<file path="src/rtl/fetch_stage_if.sv">
// Instruction-memory request/response bundle between fetch_stage (master) and imem (slave).
interface fetch_stage_if;
  logic        imem_req;
  logic [31:0] imem_addr;
  logic        imem_ready;
  logic [31:0] imem_rdata;

  modport master (
    output imem_req,
    output imem_addr,
    input  imem_ready,
    input  imem_rdata
  );

  modport slave (
    input  imem_req,
    input  imem_addr,
    output imem_ready,
    output imem_rdata
  );
endinterface

</file>
<file path="src/rtl/fetch_stage.sv">
// Fetch stage: owns the fetch PC, keeps one imem request in flight and queues returned words.
// Optional FETCH_MISALIGN_CHECK_EN: a misaligned redirect target halts fetch and sets misalign_o.
module fetch_stage #(
  parameter logic [31:0] RESET_PC = 32'h0000_0000,
  parameter int          QDEPTH   = 2
) (
  input  logic          clk,
  input  logic          rst,
  input  logic          stall,
  input  logic          redirect,
  input  logic [31:0]   redirect_pc,
  fetch_stage_if.master imem,
  output logic [31:0]   pc_o,
  output logic [31:0]   inst_o,
  output logic          valid_o,
  output logic          flush_o,
  output logic          misalign_o
);

  localparam int              PW    = (QDEPTH > 1) ? $clog2(QDEPTH) : 1;
  localparam int              CW    = $clog2(QDEPTH + 1);
  localparam logic [CW-1:0]   QFULL = CW'(QDEPTH);
  localparam logic [31:0]     NOP   = 32'h0000_0013;

`ifdef FETCH_MISALIGN_CHECK_EN
  typedef enum logic [1:0] {S_RUN = 2'd0, S_WAIT = 2'd1, S_HALT = 2'd2} state_t;
`else
  typedef enum logic [1:0] {S_RUN = 2'd0, S_WAIT = 2'd1} state_t;
`endif

  state_t        r_state;
  logic [31:0]   r_fetch_pc;
  logic          r_imem_req;
  logic [31:0]   r_imem_addr;
  logic [CW-1:0] r_count;
  logic          r_drop;
  logic          r_flush;
  logic [PW-1:0] r_wr_ptr;
  logic [PW-1:0] r_rd_ptr;
  logic [31:0]   r_q_pc   [QDEPTH];
  logic [31:0]   r_q_inst [QDEPTH];

  state_t        w_state_nxt;
  logic [31:0]   w_fetch_pc_nxt;
  logic          w_req_nxt;
  logic [31:0]   w_addr_nxt;
  logic [CW-1:0] w_count_nxt;
  logic          w_drop_nxt;
  logic          w_flush_nxt;
  logic          w_push;
  logic          w_pop;
  logic          w_clear;
  logic          w_valid;
  logic          w_halted;
  logic [31:0]   w_target;

`ifdef FETCH_MISALIGN_CHECK_EN
  logic r_misalign;
  logic w_misalign_nxt;
  assign w_target   = redirect_pc;
  assign w_halted   = (r_state == S_HALT);
  assign misalign_o = r_misalign;
`else
  assign w_target   = redirect_pc & 32'hFFFF_FFFC;
  assign w_halted   = 1'b0;
  assign misalign_o = 1'b0;
`endif

  assign w_valid         = (r_count != {CW{1'b0}});
  assign valid_o         = w_valid;
  assign pc_o            = w_valid ? r_q_pc[r_rd_ptr]   : 32'h0000_0000;
  assign inst_o          = w_valid ? r_q_inst[r_rd_ptr] : NOP;
  assign flush_o         = r_flush;
  assign imem.imem_req   = r_imem_req;
  assign imem.imem_addr  = r_imem_addr;

  // Next-state, queue control and request look-ahead.
  always_comb begin
    w_state_nxt    = r_state;
    w_fetch_pc_nxt = r_fetch_pc;
    w_drop_nxt     = r_drop;
    w_flush_nxt    = 1'b0;
    w_push         = 1'b0;
    w_clear        = 1'b0;
    w_pop          = w_valid && !stall;
`ifdef FETCH_MISALIGN_CHECK_EN
    w_misalign_nxt = r_misalign;
`endif
    case (r_state)
      S_RUN: begin
        // A raised request is accepted in the cycle it is visible.
        if (r_imem_req) w_state_nxt = S_WAIT;
        else            w_state_nxt = S_RUN;
      end
      S_WAIT: begin
        if (imem.imem_ready) begin
          w_state_nxt = S_RUN;
          if (r_drop) begin
            w_drop_nxt = 1'b0;
          end else begin
            w_push         = 1'b1;
            w_fetch_pc_nxt = r_fetch_pc + 32'd4;
          end
        end else begin
          w_state_nxt = S_WAIT;
        end
      end
`ifdef FETCH_MISALIGN_CHECK_EN
      S_HALT: begin
        w_state_nxt = S_HALT;
        w_pop       = 1'b0;
      end
`endif
      default: w_state_nxt = S_RUN;
    endcase

    if (redirect && !w_halted) begin
      w_clear        = 1'b1;
      w_push         = 1'b0;
      w_pop          = 1'b0;
      w_flush_nxt    = 1'b1;
      w_fetch_pc_nxt = w_target;
      // Anything still in flight belongs to the old path.
      if ((r_state == S_WAIT && !imem.imem_ready) || (r_state == S_RUN && r_imem_req))
        w_drop_nxt = 1'b1;
      else
        w_drop_nxt = 1'b0;
`ifdef FETCH_MISALIGN_CHECK_EN
      if (w_target[1:0] != 2'b00) begin
        w_state_nxt    = S_HALT;
        w_misalign_nxt = 1'b1;
        w_drop_nxt     = 1'b0;
      end else begin
        w_misalign_nxt = r_misalign;
      end
`endif
    end else begin
      w_clear = 1'b0;
    end

    if (w_clear)               w_count_nxt = {CW{1'b0}};
    else if (w_push && !w_pop) w_count_nxt = r_count + CW'(1);
    else if (!w_push && w_pop) w_count_nxt = r_count - CW'(1);
    else                       w_count_nxt = r_count;

    // Issue only with a free slot so the response can never overflow the queue.
    w_req_nxt  = (w_state_nxt == S_RUN) && (w_count_nxt < QFULL);
    w_addr_nxt = w_req_nxt ? w_fetch_pc_nxt : r_imem_addr;
  end

  // FSM state and control registers.
  always_ff @(posedge clk or posedge rst) begin
    if (rst) begin
      r_state     <= S_RUN;
      r_fetch_pc  <= RESET_PC;
      r_imem_req  <= 1'b0;
      r_imem_addr <= RESET_PC;
      r_count     <= {CW{1'b0}};
      r_drop      <= 1'b0;
      r_flush     <= 1'b0;
    end else begin
      r_state     <= w_state_nxt;
      r_fetch_pc  <= w_fetch_pc_nxt;
      r_imem_req  <= w_req_nxt;
      r_imem_addr <= w_addr_nxt;
      r_count     <= w_count_nxt;
      r_drop      <= w_drop_nxt;
      r_flush     <= w_flush_nxt;
    end
  end

`ifdef FETCH_MISALIGN_CHECK_EN
  // Sticky misalignment flag, cleared only by reset.
  always_ff @(posedge clk or posedge rst) begin
    if (rst) r_misalign <= 1'b0;
    else     r_misalign <= w_misalign_nxt;
  end
`endif

  // Fetch queue storage and pointers.
  always_ff @(posedge clk or posedge rst) begin
    if (rst) begin
      r_wr_ptr <= {PW{1'b0}};
      r_rd_ptr <= {PW{1'b0}};
      for (int i = 0; i < QDEPTH; i++) begin
        r_q_pc[i]   <= 32'h0000_0000;
        r_q_inst[i] <= NOP;
      end
    end else if (w_clear) begin
      r_wr_ptr <= {PW{1'b0}};
      r_rd_ptr <= {PW{1'b0}};
    end else begin
      if (w_push) begin
        r_q_pc[r_wr_ptr]   <= r_imem_addr;
        r_q_inst[r_wr_ptr] <= imem.imem_rdata;
        r_wr_ptr           <= r_wr_ptr + PW'(1);
      end
      if (w_pop) r_rd_ptr <= r_rd_ptr + PW'(1);
    end
  end

endmodule

</file>
<file path="src/flat_wrapper.sv">
// flat-port wrapper written by rule: the top's interface ports become plain ports
module fetch_stage_flat 
#(
  parameter logic [31:0] RESET_PC = 32'h0000_0000,
  parameter int          QDEPTH   = 2
)
  (clk, rst, stall, redirect, redirect_pc, pc_o, inst_o, valid_o, flush_o, misalign_o, imem_imem_req, imem_imem_addr, imem_imem_ready, imem_imem_rdata);
  fetch_stage_if imem_i ();
  input  logic clk;
  input  logic rst;
  input  logic stall;
  input  logic redirect;
  input  logic [31:0] redirect_pc;
  output logic [31:0] pc_o;
  output logic [31:0] inst_o;
  output logic valid_o;
  output logic flush_o;
  output logic misalign_o;
  output wire logic [$bits(imem_i.imem_req)-1:0] imem_imem_req;
  output wire logic [$bits(imem_i.imem_addr)-1:0] imem_imem_addr;
  input wire logic [$bits(imem_i.imem_ready)-1:0] imem_imem_ready;
  input wire logic [$bits(imem_i.imem_rdata)-1:0] imem_imem_rdata;
  assign imem_imem_req = imem_i.imem_req;
  assign imem_imem_addr = imem_i.imem_addr;
  assign imem_i.imem_ready = imem_imem_ready;
  assign imem_i.imem_rdata = imem_imem_rdata;
  fetch_stage #(.RESET_PC(RESET_PC), .QDEPTH(QDEPTH)) u_core (.clk(clk), .rst(rst), .stall(stall), .redirect(redirect), .redirect_pc(redirect_pc), .imem(imem_i), .pc_o(pc_o), .inst_o(inst_o), .valid_o(valid_o), .flush_o(flush_o), .misalign_o(misalign_o));
endmodule
</file>
<file path="config.mk">
export PLATFORM = sky130hd
export DESIGN_NAME = fetch_stage_flat
export DESIGN_NICKNAME = d
export VERILOG_FILES = /design/src/rtl/fetch_stage_if.sv /design/src/rtl/fetch_stage.sv /design/src/flat_wrapper.sv
export SDC_FILE = /design/constraint.sdc
export NUM_CORES = 1
export LEC_CHECK = 0
export BUFFER_PORTS_ARGS = -buffer_cell sky130_fd_sc_hd__buf_2
export CORE_AREA = 2 2 179 181
export DETAILED_ROUTE_END_ITERATION = 16
export DIE_AREA = 0 0 181 183
export GPL_ROUTABILITY_DRIVEN = 0
export PLACE_DENSITY = 0.59
export SLEW_MARGIN = 20
export SYNTH_ARGS = -nofsm -noshare
export SYNTH_HDL_FRONTEND = slang
export SYNTH_SLANG_ARGS = --single-unit
</file>
<file path="constraint.sdc">
create_clock -name clk -period 6.28 [get_ports clk]
set_clock_uncertainty 0.05 [all_clocks]
set_input_delay 0.942 -clock clk [delete_from_list [all_inputs] [get_ports clk]]
set_output_delay 0.942 -clock clk [all_outputs]
set_load 0.05 [all_outputs]
</file>
Word level (Yosys, flattened, before mapping)
Cells that the tools add are included.
Widths: inputs -> output; s select.
{"block": "word_totals", "ff_bits": 201, "input_bits": 69, "output_inout_bits": 100}
{"block": "op_classes", "n_addsub": 5, "magnitude_cmp": 4, "eq_ne": 1, "n_mux": 36, "n_bitwise": 3, "reduce_logical": 21}
{"cell": "$mux 32", "count": 13}
{"cell": "$bwmux 64", "count": 2}
{"cell": "$add 32x3->32 const B", "count": 1}
{"cell": "$demux 32 s1", "count": 1}
{"cell": "$mux 1", "count": 16}
{"cell": "$reduce_bool 2->1", "count": 5}
{"cell": "$logic_and 1x1->1", "count": 7}
{"cell": "$mux 2", "count": 3}
{"cell": "$ge 2x2->1 const B", "count": 2}
{"cell": "$logic_not 1->1", "count": 4}
{"cell": "$logic_not 2->1", "count": 2}
{"cell": "$not 1->2", "count": 2}
{"cell": "$pmux 2 s2", "count": 1}
{"cell": "$reduce_and 2->1", "count": 2}
{"cell": "$add 1x1->1 const B", "count": 2}
{"cell": "$add 2x1->2 const B", "count": 1}
{"cell": "$eq 2x1->1 const B", "count": 1}
{"cell": "$lt 2x1->1 const B", "count": 1}
{"cell": "$lt 2x2->1 const B", "count": 1}
{"cell": "$sub 2x1->2 const B", "count": 1}
{"cell": "$logic_or 1x1->1", "count": 1}
{"cell": "$not 1->1", "count": 1}

Longest topological paths before layout
Gate-level depths: netlist of the first run.
{"block": "depth", "word_depth": 11, "depth_mapped": 9}

Worst setup path after synthesis of the first run
OpenSTA, ideal clock, no wires.
{"block": "synth_timing", "kind": "register to output", "from": "reg u_core.r_rd_ptr", "to": "out inst_o[16]", "arrival_time_ns": 1.960, "required_ns": 5.288, "setup_slack_ns": 3.328, "path_stages_with_launch": 5, "n_path_buf": 2, "path_cell_list": "dfrtp_1 -> clkbuf_1 -> buf_1 -> mux2i_1 -> nor2_1"}
{"block": "synth_between", "elab_chain_len": 5}
{"element": "from (decl)", "line": "fetch_stage.sv:39", "source": "logic [PW-1:0] r_rd_ptr;"}
{"element": "from (signal assigned)", "line": "fetch_stage.sv:184", "source": "r_rd_ptr <= {PW{1'b0}};"}
{"element": "from (signal assigned)", "line": "fetch_stage.sv:191", "source": "r_rd_ptr <= {PW{1'b0}};"}
{"element": "from (signal assigned)", "line": "fetch_stage.sv:198", "source": "if (w_pop) r_rd_ptr <= r_rd_ptr + PW'(1);"}
{"element": "$not 1->2 (implied by the code)", "line": "fetch_stage.sv:72", "source": "assign inst_o = w_valid ? r_q_inst[r_rd_ptr] : NOP;"}
{"element": "$mux 32 (implied by the code) (3 in a row)", "line": "fetch_stage.sv:72"}
{"element": "$mux 32", "line": "fetch_stage.sv:72"}
{"element": "to (decl)", "line": "flat_wrapper.sv:15", "source": "output logic [31:0] inst_o;"}
Every way passes these cells. The select of a mux whose other input is x is not followed.

Worst setup path after layout of the first run
{"block": "layout_timing", "from": "reg u_core.r_count[1]", "to": "out inst_o[0]"}
{"block": "layout_between", "elab_chain_len": 2}
{"element": "from (decl)", "line": "fetch_stage.sv:35", "source": "logic [CW-1:0] r_count;"}
{"element": "from (signal assigned)", "line": "fetch_stage.sv:158", "source": "r_count <= {CW{1'b0}};"}
{"element": "from (signal assigned)", "line": "fetch_stage.sv:166", "source": "r_count <= w_count_nxt;"}
{"element": "$reduce_bool 2->1", "line": "fetch_stage.sv:69", "source": "assign w_valid = (r_count != {CW{1'b0}});"}
{"element": "$mux 32", "line": "fetch_stage.sv:72"}
Every way passes these cells.

==> results of run 1 <==
==> registers in the layout, indices dropped and copies added (netlist names) <==
name	count
u_core.imem.imem_addr	32
u_core.r_state	1
u_core.r_drop	1
u_core.r_q_pc	64
u_core.r_wr_ptr	1
u_core.imem.imem_req	1
u_core.r_count	2
u_core.flush_o	1
u_core.r_fetch_pc	32
u_core.r_rd_ptr	1
u_core.r_q_inst	64
==> where the power goes <==
group / switching [uW] / internal, uW / total, uW
combinational: 1750 / 898 / 2640
clock: 522 / 617 / 1140
sequential: 328 / 1760 / 2090
total: 2600 / 3270 / 5870
==> stage by stage <==
step / util [%] / area (um^2) / hold slack, ps
after floorplan: - / 9260 / 422
after global placement: 33.5 / 10500 / 436
after detailed placement: 33.5 / 10500 / 443
after CTS: 35.4 / 11100 / 460
after global routing: 35.5 / 11100 / 464
final: 35.5 / 11100 / 456
==> cells by family (layout without fill, tap and decap cells) <==
group | Yosys count | after routing | synth area share [%]
and+or+nand+nor | 179 | 179 | 9.63
adders and majority gates | 2 | 2 | 0.270
DFF | 200 | 200 | 54.2
AOI/OAI and AO/OA | 45 | 45 | 3.35
xor gates and xnor gates | 21 | 21 | 1.99
buffers and inverters | 57 | 218 | 2.54
other | 1 | 1 | 0.0405
muxes | 238 | 238 | 28.0
==> layer usage <==
layer	up-vias	wire (um)	part of all wire, %
li1	2917	-	-
met5	-	24	0.11
met2	129	10500	48
met1	3046	10100	46
met3	20	1010	4.6
met4	4	240	1.1
==> final timing paths <==
path,depth (start not counted),slack (ps),start,end
setup / recovery,6,2680,u_core.r_count[1]$_DFF_PP0_,inst_o[0]
hold / removal,1,460,u_core.r_q_inst[62]$_DFFE_PP0P_,u_core.r_q_inst[62]$_DFFE_PP0P_
setup reg to reg,8,3170,u_core.r_count[1]$_DFF_PP0_,u_core.imem.imem_addr[31]$_DFFE_PP0P_
hold reg to reg,1,460,u_core.r_q_inst[62]$_DFFE_PP0P_,u_core.r_q_inst[62]$_DFFE_PP0P_
max in group asynchronous,3,4270,rst,u_core.r_q_inst[5]$_DFFE_PP0P_
min in group asynchronous,2,540,rst,u_core.r_q_inst[61]$_DFFE_PP0P_
==> worst register-to-register path: stages (launching register included) <==
cell     delay (ps)
dfrtp_1         400
inv_1            70
ha_2            590
nor3b_1         130
mux2_4          320
o41ai_4         590
buf_6           240
inv_2           230
mux2_4          370
==> layout by cell type, fill, tap and decap left out, types with 5 or more instances in the layout <==
| master | count |
|---|---|
| or4_1 | 6 |
| nand3_1 | 8 |
| mux2_2 | 155 |
| nand2b_1 | 10 |
| dfrtp_1 | 193 |
| buf_4 | 7 |
| inv_1 | 12 |
| o31ai_1 | 6 |
| nor2_1 | 68 |
| xnor2_1 | 16 |
| nor3_1 | 8 |
| nand2_1 | 33 |
| or2_2 | 6 |
| a21oi_1 | 5 |
| clkbuf_16 | 17 |
| dfstp_2 | 6 |
| buf_2 | 165 |
| nand4_1 | 6 |
| xor2_1 | 5 |
| o21ai_0 | 18 |
| o31a_1 | 9 |
| nor4_1 | 8 |
| mux2i_1 | 80 |
==> final cells by class <==
class	instances	area, um^2	share of cell area (%)
repair buffers	173	890	8.03
clock buffers	20	457	4.12
flip-flops and latches	200	5020	45.3
well taps	402	503	4.54
inverters	14	56.3	0.508
multi-input cells	486	4020	36.3
clock inverters	11	139	1.25
==> impl_metrics.ini, run 1 <==
[sta]
setup_viol = 0
relSlewSlack_pct = 28.1
fin_tns_setup_ps = 0
hold_viol = 0
min_period_over_period_pct = 57.4
fin_ws_ps = 2680
period_needed_ps = 3600
slew_violations = 0
timing.fmax_ghz = 0.278
rsz0062_at_grt = false
tightest_slew_ps = 1080

[critical_path]
crit_fanout = 42
worstPathCellList = inv_1 -> ha_2 -> buf_4 -> inv_1 -> nand2_1 -> buf_2
arrival_ps = 2610
critical_path_class = reg2out
cp_slowest_cell = ha_2
cpPeakStageDelay_ps = 590
critical_path_buf_inv_count = 4
path_common_cell = inv_1
cpLargestDelayFamily = buffers and inverters
worstPathRequired_ps = 5290
critPathLaunchType = flip-flop
cp-end-kind = primary output

[floorplan]
die_h_um = 183
coreArea_um2 = 31200
design.die.area_um2 = 33100
die_w_um = 181
initial_core_util_pct = 29.6
io_pins = 169
placementRows = 65

[synthesis]
synth_common_cells = 194 x dfrtp_1, 155 x mux2_2, 80 x mux2i_1, 68 x nor2_1, 34 x nand2_1
synthFlopType = dfrtp_1
synth_top_area_cell = dfrtp_1
ys_seq_area_share_pct = 54.2
synth-async-reset-ratio_pct = 100
avgSynthCellArea_um2 = 12.5
synth-seq-cells = 200
ys.warnings.count = 0
synthesis.area_um2 = 9250
yosysMostFrequentCell = dfrtp_1
synth_cells = 743
synth_edf_count = 0
synth_nets = 814
synth_cell_type_count = 51
yosysTopAreaCellShare_pct = 52.5
yosys-top-cells-area = dfrtp_1 52%, mux2_2 19%, mux2i_1 8.7%, nor2_1 2.8%, dfstp_2 1.7%

[finish]
drive_above_1_share_pct = 42.6
syn_to_final_growth_pct = 19.8
instances_no_fill = 1306
nNetsFinal = 963
n_antenna_cell = 0
fillers = 3144

[drt]
vias = 6116
drtIter0Drc = 262
final_antenna_net_count = 0
viasPerCell = 4.68
drt_first_pass_iters = 6
route.detailed.drc = 0
routed_wl_mm = 21.9
wl_per_cell_um = 16.8

[power]
p_leak_uw = 0.00510
power_density_nw_per_um2 = 530
total_power_uw = 5870
peakVddDrop_mv = 0.310

[global_route]
grt_max_degree = 75
use_met1_pct = 17.6
met3_usage_pct = 3.73
grt_busiest_layer = met2
grt_pass1_vias = 6488
use_met2_pct = 23.1
grt-ovfl-total = 0
grt_use_total_pct = 13.8
antenna_found_initial = 3
grt_pass1_wl_mm = 35.4

[run]
drv_cap = 0

[clock_network]
cts_setup_buffers = 0
cts_inserted_buffers = 17
clock_sinks = 200
clk_pin_slew_ps = 80
h-tree-depth = 4
clock_latency_ps = 440
clock_path_buffers = 2
postCtsResizedCells = 0
cts_tree = built
ctsHoldBuffers = 0
cts.root.buffer_cell = clkbuf_16

[min_path]
min_path_type = reg2reg

[placed_design]
hpwlAfterDp_mm = 14.4
port_buffers = 165
place_ws_ps = 2350
dp_cells = 1274

[outcome]
status = finished, final reports clean
No activity file was read; power rests on OpenSTA's default activity.
==> run 2, diff against run 1 <==
==> constraint.sdc (replaced) <==
create_clock -name clk -period 3.3 [get_ports clk]
set_clock_uncertainty 0.05 [all_clocks]
set_input_delay 0.495 -clock clk [delete_from_list [all_inputs] [get_ports clk]]
set_output_delay 0.495 -clock clk [all_outputs]
set_load 0.05 [all_outputs]
==> run 2 against run 1 <==
Non-clock buffer count is 8 higher. Power increased by 89%. Global-route usage is 0.15 points lower. Utilization increased by 0.25 points. Sequential power grew 90%. Largest cell class unchanged. Final area up 0.70%. Routed wire length down 1.3%. Via count increased by 0.80%.
==> impl_metrics.ini, run 2 (synthesis gave the netlist of run 1 again) <==
[clock_network]
cts_setup_buffers = 0
clock_path_buffers = 2
clk_pin_slew_ps = 80
postCtsResizedCells = 0
clock_latency_ps = 440
h-tree-depth = 4
cts_inserted_buffers = 17
clock_sinks = 200
cts_tree = built
cts.root.buffer_cell = clkbuf_16

[drt]
route.detailed.drc = 0
routed_wl_mm = 21.7
final_antenna_net_count = 0
viasPerCell = 4.68
vias = 6165
drtIter0Drc = 184
wl_per_cell_um = 16.5
drt_first_pass_iters = 4

[power]
power_frac_seq_pct = 35.8
p_leak_uw = 0.00513
peakVddDrop_mv = 0.627
power_density_nw_per_um2 = 994
power.share.clock_pct = 18.4
total_power_uw = 11100
power_frac_comb_pct = 45.8
swShare_pct = 45.0
switchingPower_uw = 5000
p_int_uw = 6100

[critical_path]
r2r_start = u_core.r_count[1]$_DFF_PP0_
crit_fanout = 35
cp-end-kind = primary output
critical_path_class = reg2out
critPathLaunchType = flip-flop
critPathLaunch = u_core.r_count[1]$_DFF_PP0_
worstPathRequired_ps = 2750
arrival_ps = 2320
r2r-end = u_core.imem.imem_addr[17]$_DFFE_PP0P_
r2r_slack_ps = 670
r2r_cells = 7
critical_path.endpoint = inst_o[4]

[global_route]
grt_use_total_pct = 13.6
grt_pass1_wl_mm = 35.3
grt-ovfl-total = 0
antenna_found_initial = 2
grt_pass1_vias = 6379
grt_max_degree = 142

[finish]
nNetsFinal = 971
syn_to_final_growth_pct = 20.6
final_common_cell = dfrtp_1
multi_input_area_um2 = 4020
fillers = 3133
top_regs = u_core.r_q_inst: 64 flops, u_core.r_q_pc: 64 flops
regArea_um2 = 5020
final_cell_mix = 193 x dfrtp_1, 165 x buf_2, 155 x mux2_2
drive_above_1_share_pct = 43.2
fin_util_pct = 35.7

[sta]
period_needed_ps = 2870
slew_violations = 0
timing.fmax_ghz = 0.349
fin_tns_setup_ps = 0
fin_ws_ps = 432
rsz0062_at_grt = false
tightest_slew_ps = 795
min_period_over_period_pct = 86.9
relSlewSlack_pct = 47.0
hold_viol = 0
setup_viol = 0

[floorplan]
placementRows = 65
initial_core_util_pct = 29.6
die_w_um = 181
design.die.area_um2 = 33100
die_h_um = 183
coreArea_um2 = 31200
io_pins = 169

[min_path]
min_path_type = in2reg

[outcome]
status = finished, final reports clean

[placed_design]
hpwlAfterDp_mm = 14.6
port_buffers = 165
place_ws_ps = 630

[run]
drv_cap = 0
run 2: cell count changes in the layout (fill, tap and decap cells not counted), sizes merged:
cell	delta
inv	+2
bufinv	-2
dlygate4sd3	+1
buf	+7
clkinv	+2
clkinvlp	+2
clkbuf	-3
diode	+1
run 2: metrics by stage:
step,cell area (um^2),cells,hold WS (ps)
CTS,11200,1315,224
finish,11200,1316,247
global route,11200,1316,223
global placement,10600,1282,344
detailed placement,10600,1282,342
floorplan,9260,743,422
run 2: worst min path at each step:
stage,from,endpoint,cells after the start
after floorplan,u_core.r_fetch_pc[0]$_DFF_PP0_,u_core.r_fetch_pc[0]$_DFF_PP0_,1
after global placement,rst,u_core.r_q_inst[29]$_DFFE_PP0P_,2
after detailed placement,rst,u_core.r_q_inst[29]$_DFFE_PP0P_,2
after CTS,imem_imem_rdata[0],u_core.r_q_inst[0]$_DFFE_PP1P_,2
after global routing,imem_imem_rdata[5],u_core.r_q_inst[5]$_DFFE_PP0P_,2
final,imem_imem_rdata[7],u_core.r_q_inst[7]$_DFFE_PP0P_,2
run 2: what timing repair did:
action | in CTS | in global routing
hold buffers | 1 | 0
hold endpoints to repair | 2 | 0
setup endpoints to repair | 0 | 0
run 2: cell type report:
class                           instances  area share, %
Clock inverter                         15           1.22
Timing Repair Buffer                  181           8.95
Clock buffer                           17           3.81
Sequential cell                       200           45.0
Antenna cell                            1         0.0224
Tap cell                              402           4.51
Multi-Input combinational cell        486           36.0
Inverter                               14          0.505
run 2: power groups by stage:
stage | Combinational, uW | Sequential [uW] | Clock [uW]
floorplan | 3430 | 4470 | 0
global placement | 5080 | 3990 | 0
detailed placement | 5140 | 4030 | 0
CTS | 5160 | 3980 | 2130
global route | 5420 | 4120 | 2220
finish | 5080 | 3970 | 2040
run 2: layer usage:
layer | GRT usage, % | vias to the layer above | part of all wire, %
met1 | 18.3 | 3068 | 47
met4 | 3.64 | 2 | 1.3
met2 | 21.6 | 137 | 46
li1 | - | 2940 | -
met3 | 3.75 | 18 | 4.8
met5 | 0 | - | 0.060
run 2: worst max-delay path, cell delays in order (launching register included):
cell	delay [ps]
dfrtp_1	410
inv_1	70
ha_2	440
buf_4	470
inv_1	160
nand2_1	80
buf_2	250
==> run 3, diff against run 2 <==
--- a/config.mk
+++ b/config.mk
@@ -10,6 +10,7 @@
 export DETAILED_ROUTE_END_ITERATION = 16
 export DIE_AREA = 0 0 181 183
 export GPL_ROUTABILITY_DRIVEN = 0
+export MAX_ROUTING_LAYER = met4
 export PLACE_DENSITY = 0.59
 export SLEW_MARGIN = 20
 export SYNTH_ARGS = -nofsm -noshare
==> run 3 against run 2 <==
Power about the same. Via count decreased by 0.49%. Routed wire length decreased by 0.18%. First-iteration DRC count increased by 14%. Die area unchanged. Combinational power about the same. Largest cell class unchanged. Largest power group unchanged.
==> impl_metrics.ini, run 3 (synthesis gave the netlist of run 1 again) <==
[outcome]
status = finished, final reports clean

[clock_network]
clock_sinks = 200
cts_inserted_buffers = 17
cts.root.buffer_cell = clkbuf_16
cts_setup_buffers = 0
clock_latency_ps = 440
clock_path_buffers = 2
h-tree-depth = 4
cts_tree = built
clk_pin_slew_ps = 80

[finish]
final_common_cell = dfrtp_1
nNetsFinal = 971
top_regs = u_core.r_q_inst: 64 flops, u_core.r_q_pc: 64 flops
instances_no_fill = 1317
final_cell_mix = 193 x dfrtp_1, 165 x buf_2, 155 x mux2_2
syn_to_final_growth_pct = 20.6
fin_util_pct = 35.7
drive_above_1_share_pct = 43.2

[critical_path]
r2r-end = u_core.imem.imem_addr[17]$_DFFE_PP0P_
path_common_cell = inv_1
cp-end-kind = primary output
arrival_ps = 2330
crit_fanout = 35
critPathLaunch = u_core.r_count[1]$_DFF_PP0_
r2r_start = u_core.r_count[1]$_DFF_PP0_
worstPathRequired_ps = 2750
critPathLaunchType = flip-flop
r2r_cells = 7
worstPathCellList = inv_1 -> ha_2 -> buf_4 -> inv_1 -> nand2_1 -> buf_2
critical_path_class = reg2out
cpPeakStageDelay_ps = 470
r2r_slack_ps = 640
cp_slowest_cell = buf_4

[global_route]
grt-ovfl-total = 0
grt_pass1_wl_mm = 35.3
antenna_found_initial = 2
grt_pass1_vias = 6372
grt_max_degree = 142
grt_use_total_pct = 14.0

[power]
power_frac_seq_pct = 35.8
p_int_uw = 6100
swShare_pct = 45.0
total_power_uw = 11100
p_leak_uw = 0.00513
peakVddDrop_mv = 0.627
switchingPower_uw = 5000
power_density_nw_per_um2 = 994
power_frac_comb_pct = 45.8
power.share.clock_pct = 18.4

[drt]
viasPerCell = 4.66
routed_wl_mm = 21.6
drt_first_pass_iters = 4
drtIter0Drc = 209
wl_per_cell_um = 16.4
vias = 6135
route.detailed.drc = 0
final_antenna_net_count = 0

[floorplan]
initial_core_util_pct = 29.6
coreArea_um2 = 31200
placementRows = 65
die_w_um = 181
design.die.area_um2 = 33100
io_pins = 169
die_h_um = 183

[sta]
min_period_over_period_pct = 87.1
rsz0062_at_grt = false
fin_ws_ps = 426
period_needed_ps = 2870
tightest_slew_ps = 840
hold_viol = 0
fin_tns_setup_ps = 0
setup_viol = 0
relSlewSlack_pct = 44.0
timing.fmax_ghz = 0.348
slew_violations = 0

[min_path]
holdPathStages = 2
hold_start = imem_imem_rdata[0]
min_path_type = in2reg
min_to = u_core.r_q_inst[0]$_DFFE_PP1P_

[placed_design]
place_ws_ps = 630
port_buffers = 165
hpwlAfterDp_mm = 14.6
dp_cells = 1282

[run]
drv_cap = 0
==> run 3: cell types whose count changed in the layout (fill, tap and decap cells not counted), sizes merged <==
| cell | before | now |
|---|---|---|
| diode | 1 | 2 |
==> run 3: worst max-delay path: cells and delay by family, from the launching register on <==
family	cells	cell delay [ps]
flip-flops	1	400
AND/OR/NAND/NOR	1	80
adder cells (fa/ha/maj)	1	450
buffers and inverters	4	950
==> run 3: worst max path at each step <==
| stage | depth (start not counted) | to |
|---|---|---|
| after floorplan | 1 | u_core.flush_o$_DFF_PP0_ |
| after global placement | 6 | u_core.imem.imem_addr[31]$_DFFE_PP0P_ |
| after detailed placement | 7 | u_core.imem.imem_addr[17]$_DFFE_PP0P_ |
| after CTS | 6 | inst_o[4] |
| after global routing | 6 | inst_o[1] |
| final | 6 | inst_o[4] |
==> run 3: metal layers <==
metal	up-vias	wire, um	global-route usage, %
li1	2938	-	-
met1	3055	10300	18.4
met2	126	10000	21.6
met3	16	968	3.59
met4	0	278	3.64
met5	-	0	-
==> run 3: timing repair <==
action,in CTS,in global routing
hold endpoints to repair,2,0
endpoints found under the setup margin,0,0
gates resized for setup,0,0
hold buffers,1,0
==> run 3: per-stage QoR <==
step,hold WS (ps),cell area (um^2)
final,249,11200
after global routing,223,11200
after CTS,224,11200
after detailed placement,342,10600
after global placement,344,10600
after floorplan,422,9260
==> run 3: power by group through the flow <==
| stage | Sequential, uW | Clock (uW) | Combinational, uW |
|---|---|---|---|
| final | 3970 | 2040 | 5080 |
| after CTS | 3980 | 2130 | 5160 |
| after floorplan | 4470 | 0 | 3430 |
| after global placement | 3990 | 0 | 5080 |
| after global routing | 4120 | 2230 | 5420 |
| after detailed placement | 4030 | 0 | 5140 |
==> run 3: layout make-up <==
type / count / area (um^2)
Clock buffer: 17 / 425
Tap cell: 402 / 503
Timing Repair Buffer: 181 / 998
Clock inverter: 15 / 136
Antenna cell: 2 / 5.00
Fill cell: 3134 / 20100
Inverter: 14 / 56.3
Multi-Input combinational cell: 486 / 4020
Sequential cell: 200 / 5020
